<file path="src/rtl/fetch_pkg.sv">
// fetch_pkg: shared types and constants for the instruction-fetch stage.
package fetch_pkg;
    localparam int XLEN = 32;
    localparam int FETCH_DEPTH = 2;
    localparam int CREDIT_W = $clog2(FETCH_DEPTH + 1);
    localparam logic [XLEN-1:0] NOP_INSTR = 32'h0000_0013;
    typedef struct packed {
        logic [XLEN-1:0] instr;
        logic [XLEN-1:0] pc;
    } fetch_entry_t;
endpackage

</file>
<file path="src/rtl/fetch_if.sv">
// fetch_if: instruction-memory request/response channel between fetch and memory.
interface fetch_if
    import fetch_pkg::*;
#(
    parameter int DW = XLEN
) ();
    logic          ImemReqValid;
    logic          ImemReqReady;
    logic [DW-1:0] ImemReqAddr;
    logic          ImemRspValid;
    logic [DW-1:0] ImemRspData;
    modport master (output ImemReqValid, ImemReqAddr, input ImemReqReady, ImemRspValid, ImemRspData);
    modport slave (input ImemReqValid, ImemReqAddr, output ImemReqReady, ImemRspValid, ImemRspData);
endinterface

</file>
<file path="src/rtl/fetch_fifo.sv">
// fetch_fifo: small synchronous prefetch FIFO of {instr, pc}; clear wins over push/pop.
module fetch_fifo
    import fetch_pkg::*;
#(
    parameter int DEPTH = FETCH_DEPTH,
    parameter int CW = $clog2(DEPTH + 1)
) (
    input  logic         clk,
    input  logic         rst,
    input  logic         i_push,
    input  fetch_entry_t i_data,
    input  logic         i_pop,
    input  logic         i_clear,
    output logic         o_full,
    output logic         o_empty,
    output logic [CW-1:0] o_count,
    output fetch_entry_t o_head
);
    localparam int AW = DEPTH > 1 ? $clog2(DEPTH) : 1;
    fetch_entry_t  r_mem [DEPTH];
    logic [AW-1:0] r_rd, r_wr;
    logic [CW-1:0] r_count;
    logic          w_push, w_pop;
    function automatic logic [AW-1:0] bump(input logic [AW-1:0] p);
        return (p == AW'(DEPTH - 1)) ? '0 : p + 1'b1;
    endfunction
    assign o_full  = r_count == CW'(DEPTH);
    assign o_empty = r_count == '0;
    assign o_count = r_count;
    assign o_head  = r_mem[r_rd];
    assign w_push  = i_push && !o_full;
    assign w_pop   = i_pop && !o_empty;
    always_ff @(posedge clk)
        if (w_push && !i_clear) r_mem[r_wr] <= i_data;
    always_ff @(posedge clk) begin
        if (rst || i_clear) begin
            r_rd    <= '0;
            r_wr    <= '0;
            r_count <= '0;
        end else begin
            if (w_push) r_wr <= bump(r_wr);
            if (w_pop) r_rd <= bump(r_rd);
            r_count <= r_count + CW'(w_push) - CW'(w_pop);
        end
    end
endmodule

</file>
<file path="src/rtl/fetch_unit.sv">
// fetch_unit: RV32I fetch stage with credit-limited prefetch, redirect squash and IF/ID register.
module fetch_unit
    import fetch_pkg::*;
#(
    parameter int DATA_WIDTH = XLEN,
    parameter logic [DATA_WIDTH-1:0] RESET_PC = '0,
    parameter int FIFO_DEPTH = FETCH_DEPTH
) (
    input  logic                  clk,
    input  logic                  rst,
    fetch_if.master               imem,
    input  logic                  PCSrcE,
    input  logic [DATA_WIDTH-1:0] PCTargetE,
    input  logic                  StallD,
    input  logic                  FlushD,
    output logic [DATA_WIDTH-1:0] instrD,
    output logic [DATA_WIDTH-1:0] PCD,
    output logic [DATA_WIDTH-1:0] PCPlus4D,
    output logic                  InstrValidD
);
    localparam int CW = $clog2(FIFO_DEPTH + 1);
    logic [DATA_WIDTH-1:0] r_pcf, r_exp_pc, r_instr, r_pcd, r_pcp4;
    logic                  r_valid;
    logic [CW-1:0]         r_o, r_d, w_count;
    logic [CW:0]           w_used;
    logic                  w_full, w_empty, w_req, w_acc, w_rsp, w_stale, w_push, w_pop, w_bubble;
    fetch_entry_t          w_head, w_entry;
    assign w_used   = {1'b0, r_o} + {1'b0, w_count};
    assign w_req    = !rst && !PCSrcE && (w_used < (CW + 1)'(FIFO_DEPTH));
    assign w_acc    = w_req && imem.ImemReqReady;
    assign w_rsp    = imem.ImemRspValid;
    assign w_stale  = r_d != '0;
    assign w_push   = w_rsp && !w_stale && !PCSrcE;
    assign w_bubble = PCSrcE || FlushD;
    assign w_pop    = !w_bubble && !StallD && !w_empty;
    assign w_entry  = '{instr: imem.ImemRspData, pc: r_exp_pc};
    assign imem.ImemReqValid = w_req;
    assign imem.ImemReqAddr  = r_pcf;
    assign instrD      = r_instr;
    assign PCD         = r_pcd;
    assign PCPlus4D    = r_pcp4;
    assign InstrValidD = r_valid;
    fetch_fifo #(.DEPTH(FIFO_DEPTH), .CW(CW)) u_fifo (
        .clk(clk), .rst(rst), .i_push(w_push), .i_data(w_entry), .i_pop(w_pop),
        .i_clear(PCSrcE), .o_full(w_full), .o_empty(w_empty), .o_count(w_count), .o_head(w_head)
    );
    // A redirect turns every in-flight response stale, including one arriving this cycle.
    always_ff @(posedge clk) begin
        if (rst) begin
            r_pcf    <= RESET_PC;
            r_exp_pc <= RESET_PC;
            r_o      <= '0;
            r_d      <= '0;
            r_instr  <= NOP_INSTR;
            r_pcd    <= '0;
            r_pcp4   <= '0;
            r_valid  <= 1'b0;
        end else begin
            r_o      <= r_o + CW'(w_acc) - CW'(w_rsp);
            r_d      <= PCSrcE ? r_o - CW'(w_rsp) : r_d - CW'(w_rsp && w_stale);
            r_pcf    <= PCSrcE ? PCTargetE : w_acc ? r_pcf + DATA_WIDTH'(4) : r_pcf;
            r_exp_pc <= PCSrcE ? PCTargetE : w_push ? r_exp_pc + DATA_WIDTH'(4) : r_exp_pc;
            if (w_bubble || (!StallD && w_empty)) begin
                r_instr <= NOP_INSTR;
                r_valid <= 1'b0;
            end else if (w_pop) begin
                r_instr <= w_head.instr;
                r_pcd   <= w_head.pc;
                r_pcp4  <= w_head.pc + DATA_WIDTH'(4);
                r_valid <= 1'b1;
            end
        end
    end
    always_ff @(posedge clk)
        if (!rst) assert (!(w_push && w_full));
endmodule

</file>
<file path="src/flat_wrapper.sv">
// flat-port wrapper written by rule: the top's interface ports become plain ports
module fetch_unit_flat import fetch_pkg::*;
#(
    parameter int DATA_WIDTH = XLEN,
    parameter logic [DATA_WIDTH-1:0] RESET_PC = '0,
    parameter int FIFO_DEPTH = FETCH_DEPTH
)
  (clk, rst, PCSrcE, PCTargetE, StallD, FlushD, instrD, PCD, PCPlus4D, InstrValidD, imem_ImemReqValid, imem_ImemReqAddr, imem_ImemReqReady, imem_ImemRspValid, imem_ImemRspData);
  fetch_if #(.DW(32)) imem_i ();
  input  logic clk;
  input  logic rst;
  input  logic PCSrcE;
  input  logic [DATA_WIDTH-1:0] PCTargetE;
  input  logic StallD;
  input  logic FlushD;
  output logic [DATA_WIDTH-1:0] instrD;
  output logic [DATA_WIDTH-1:0] PCD;
  output logic [DATA_WIDTH-1:0] PCPlus4D;
  output logic InstrValidD;
  output wire logic [$bits(imem_i.ImemReqValid)-1:0] imem_ImemReqValid;
  output wire logic [$bits(imem_i.ImemReqAddr)-1:0] imem_ImemReqAddr;
  input wire logic [$bits(imem_i.ImemReqReady)-1:0] imem_ImemReqReady;
  input wire logic [$bits(imem_i.ImemRspValid)-1:0] imem_ImemRspValid;
  input wire logic [$bits(imem_i.ImemRspData)-1:0] imem_ImemRspData;
  assign imem_ImemReqValid = imem_i.ImemReqValid;
  assign imem_ImemReqAddr = imem_i.ImemReqAddr;
  assign imem_i.ImemReqReady = imem_ImemReqReady;
  assign imem_i.ImemRspValid = imem_ImemRspValid;
  assign imem_i.ImemRspData = imem_ImemRspData;
  fetch_unit #(.DATA_WIDTH(DATA_WIDTH), .RESET_PC(RESET_PC), .FIFO_DEPTH(FIFO_DEPTH)) u_core (.clk(clk), .rst(rst), .imem(imem_i), .PCSrcE(PCSrcE), .PCTargetE(PCTargetE), .StallD(StallD), .FlushD(FlushD), .instrD(instrD), .PCD(PCD), .PCPlus4D(PCPlus4D), .InstrValidD(InstrValidD));
endmodule
</file>
<file path="config.mk">
export PLATFORM = sky130hd
export DESIGN_NAME = fetch_unit_flat
export DESIGN_NICKNAME = d
export VERILOG_FILES = /design/src/rtl/fetch_pkg.sv /design/src/rtl/fetch_if.sv /design/src/rtl/fetch_fifo.sv /design/src/rtl/fetch_unit.sv /design/src/flat_wrapper.sv
export SDC_FILE = /design/constraint.sdc
export NUM_CORES = 1
export LEC_CHECK = 0
export BUFFER_PORTS_ARGS = -buffer_cell sky130_fd_sc_hd__buf_2
export CAP_MARGIN = 30
export CORE_ASPECT_RATIO = 2
export CORE_MARGIN = 4
export CORE_UTILIZATION = 63
export CTS_BUF_LIST = sky130_fd_sc_hd__clkbuf_2
export CTS_CLUSTER_SIZE = 28
export DETAILED_ROUTE_END_ITERATION = 10
export MAX_ROUTING_LAYER = met4
export PLACE_DENSITY = 0.87
export SLEW_MARGIN = 20
export SYNTH_ARGS = -nofsm -noshare
export SYNTH_HDL_FRONTEND = slang
export SYNTH_SLANG_ARGS = --single-unit
export TNS_END_PERCENT = 50
</file>
<file path="constraint.sdc">
create_clock -name clk -period 8.4 [get_ports clk]
set_clock_uncertainty 0.15 [all_clocks]
set_input_delay 0.84 -clock clk [delete_from_list [all_inputs] [get_ports clk]]
set_output_delay 0.84 -clock clk [all_outputs]
set_load 0.02 [all_outputs]
</file>
==> impl_metrics.json <==
{
  "status": "finished, final reports clean",
  "grt_pass1_vias": 10100,
  "synth_edf_count": 128,
  "worst-setup-path-type": "register to register",
  "cpLargestDelayFamily": "compound AO/OA/AOI/OAI gates",
  "ys_warn_count": 0,
  "syn_inst": 1171,
  "dpl.hpwl_mm": 21.6,
  "crit_path_start_kind": "register",
  "r2r_setup_slack_ps": 4580,
  "synthFlopType": "dfxtp_1",
  "antenna_found_initial": 1,
  "pin_count": 201,
  "synth_top_area_frac": 0.304,
  "ir_drop_mv": 0.132,
  "setup_tns_ps": 0,
  "rr_worst_depth": 8,
  "cp_max_fo": 66,
  "cts-root-to-sink-buffers": 3,
  "post_drt_wl_per_cell_um": 18.1,
  "setup_viol": 0,
  "grt_setup_unrepaired": "false",
  "synth_nets": 1251,
  "initial_core_util": 0.637,
  "dr.pass1.iters": 7,
  "dpl.cell_count": 1565,
  "fin_crit_ps": 3820,
  "fmax_ghz": 0.262,
  "hold_ws_ps": 71.8,
  "via_per_inst": 5.95,
  "cts_tree": "done",
  "maxSlewHeadroom": 0.354,
  "place_ws_ps": 4180,
  "power_density_nw_per_um2": 184,
  "mostFrequentLayoutCells": "buf_2 (199), dfxtp_1 (167), edfxtp_1 (128)",
  "grt_usage": 0.276,
  "syn_area_um2": 12600,
  "slew_violations": 0,
  "grt_max_degree": 101,
  "holdBufCountCts": 22,
  "syn_area_per_cell_um2": 10.8,
  "cpPeakStageDelay_ps": 810,
  "synth_area_leaders": "edfxtp_1 (30%), dfxtp_1 (27%), mux2i_1 (5.2%), a211oi_1 (4.5%), nor2_1 (3.4%)",
  "fin_nets": 1465,
  "cp.depth": 8,
  "ctsRootBufferMaster": "clkbuf_2",
  "max_cap_viol_count": 0,
  "cts.repair.resized": 0,
  "layout_commonest_cell": "buf_2",
  "finalWirelength_mm": 30.7,
  "grt_pass1_wl_mm": 49.0,
  "route.detailed.drc": 0,
  "antenna_left": 0,
  "critPathCaptureType": "register",
  "htreeDepth": 2,
  "crit_buf_inv": 1,
  "die_area_um2": 22500,
  "ys_types": 69,
  "hold_class": "input port to register",
  "die_x_um": 108,
  "drt_iter0_markers": 465,
  "worst_setup_hold_path_clk_slew_ps": 120,
  "clock_latency_ps": 840,
  "power_mw": 2.68,
  "syn_to_final_growth_pct": 15.0,
  "gp_congestion": 0.869,
  "period_share": 0.455,
  "crit_arrival_ps": 4390,
  "worstPathRequired_ps": 8970,
  "rows": 73,
  "ys_ff_latch": 296,
  "hold_viol_final": 0,
  "cts_inserted_buffers": 58,
  "port_buffers": 200,
  "async_flop_share": 0,
  "fin_cells": 1698,
  "gr-total-overflow": 0,
  "die_h_um": 208,
  "worstMarginPinSlew_ps": 969,
  "slowest_stage": "dfxtp_4",
  "p_leak_nw": 5.28,
  "cts.sinks": 296,
  "crit_chain": "buf_4, mux2_2, ha_1, nand4_1, a22oi_2, nand3_1, o31a_1, a311o_1",
  "synth_area_leader_cell": "edfxtp_1",
  "drive_above_1_share": 0.233,
  "coreArea_um2": 19800,
  "holdPathStages": 1,
  "via_count": 10100,
  "ys_seq_area_frac": 0.571,
  "postCtsSetupBuffers": 0,
  "worst_slack_ps": 4580
}
-- registers in the layout, indices dropped and copies added, names as in the netlist, 2 cells and up, named ones only --
name	flops
u_core.instrD	32
u_core.u_fifo.o_count	2
u_core.r_d	2
u_core.PCPlus4D	32
u_core.imem.ImemReqAddr	32
u_core.r_o	2
u_core.r_exp_pc	32
u_core.u_fifo.r_mem	128
u_core.PCD	30
-- report_power, final --
part,switching (mW),internal [mW]
clock,0.523,0.360
combinational,0.128,0.0783
sequential,0.0408,1.55
total,0.692,1.99
-- synthesized netlist by cell type (5+ instances only) --
library cell	number
a211oi_1	76
a21o_1	5
a21oi_1	48
a22oi_1	7
a31oi_1	10
a32oi_1	5
and3_1	5
and4_1	6
buf_1	7
buf_2	12
buf_4	8
clkbuf_1	50
dfxtp_1	168
edfxtp_1	128
ha_1	8
inv_1	17
mux2_2	9
mux2i_1	65
nand2_1	95
nand3_1	55
nand3b_1	12
nand4_1	34
nand4b_1	7
nor2_1	115
nor3_1	27
nor4_1	19
o21ai_0	31
o22ai_1	5
o311ai_0	7
o31ai_1	5
or3_1	5
or4_1	7
xnor2_1	42
xor2_1	7
-- routing by layer --
metal | routed length (um) | up-vias | part of all wire | global-route usage
met2 | 16400 | 408 | 0.54 | 0.480
met4 | 1490 | 0 | 0.049 | 0.162
met1 | 10900 | 4750 | 0.36 | 0.291
met3 | 1810 | 99 | 0.059 | 0.0407
li1 | - | 4839 | - | -
met5 | 0 | - | 0 | -
-- path summary, 6_finish.rpt --
kind,from,to
worst max-delay path,register,u_core.PCPlus4D[22]
worst min-delay path,imem_ImemRspData[23],u_core.u_fifo.r_mem[1][55]
worst max register to register,register,u_core.PCPlus4D[22]
worst min register to register,u_core.PCPlus4D[10],u_core.PCPlus4D[10]
-- cell type report --
cell class,count,area (um2)
Timing Repair Buffer,233,1310
Fill cell,1377,5290
Tap cell,262,328
Antenna cell,1,2.50
Multi-Input combinational cell,776,5000
Clock buffer,81,405
Clock inverter,29,200
Inverter,20,78.8
Sequential cell,296,7210
-- kinds of logic after synthesis --
group | after synthesis | synth area share
AOI/OAI and AO/OA | 235 | 0.128
xor gates and xnor gates | 49 | 0.0340
adders and majority gates | 9 | 0.00951
buffers and inverters | 99 | 0.0343
DFF | 296 | 0.571
muxes | 76 | 0.0613
and+or+nand+nor | 407 | 0.163
-- stage by stage --
stage,utilization,area (um2)
finish,0.733,14500
global route,0.733,14500
CTS,0.733,14500
detailed placement,0.691,13700
global placement,0.691,13700
floorplan,-,12600
Power figures use the tool's default switching activity.
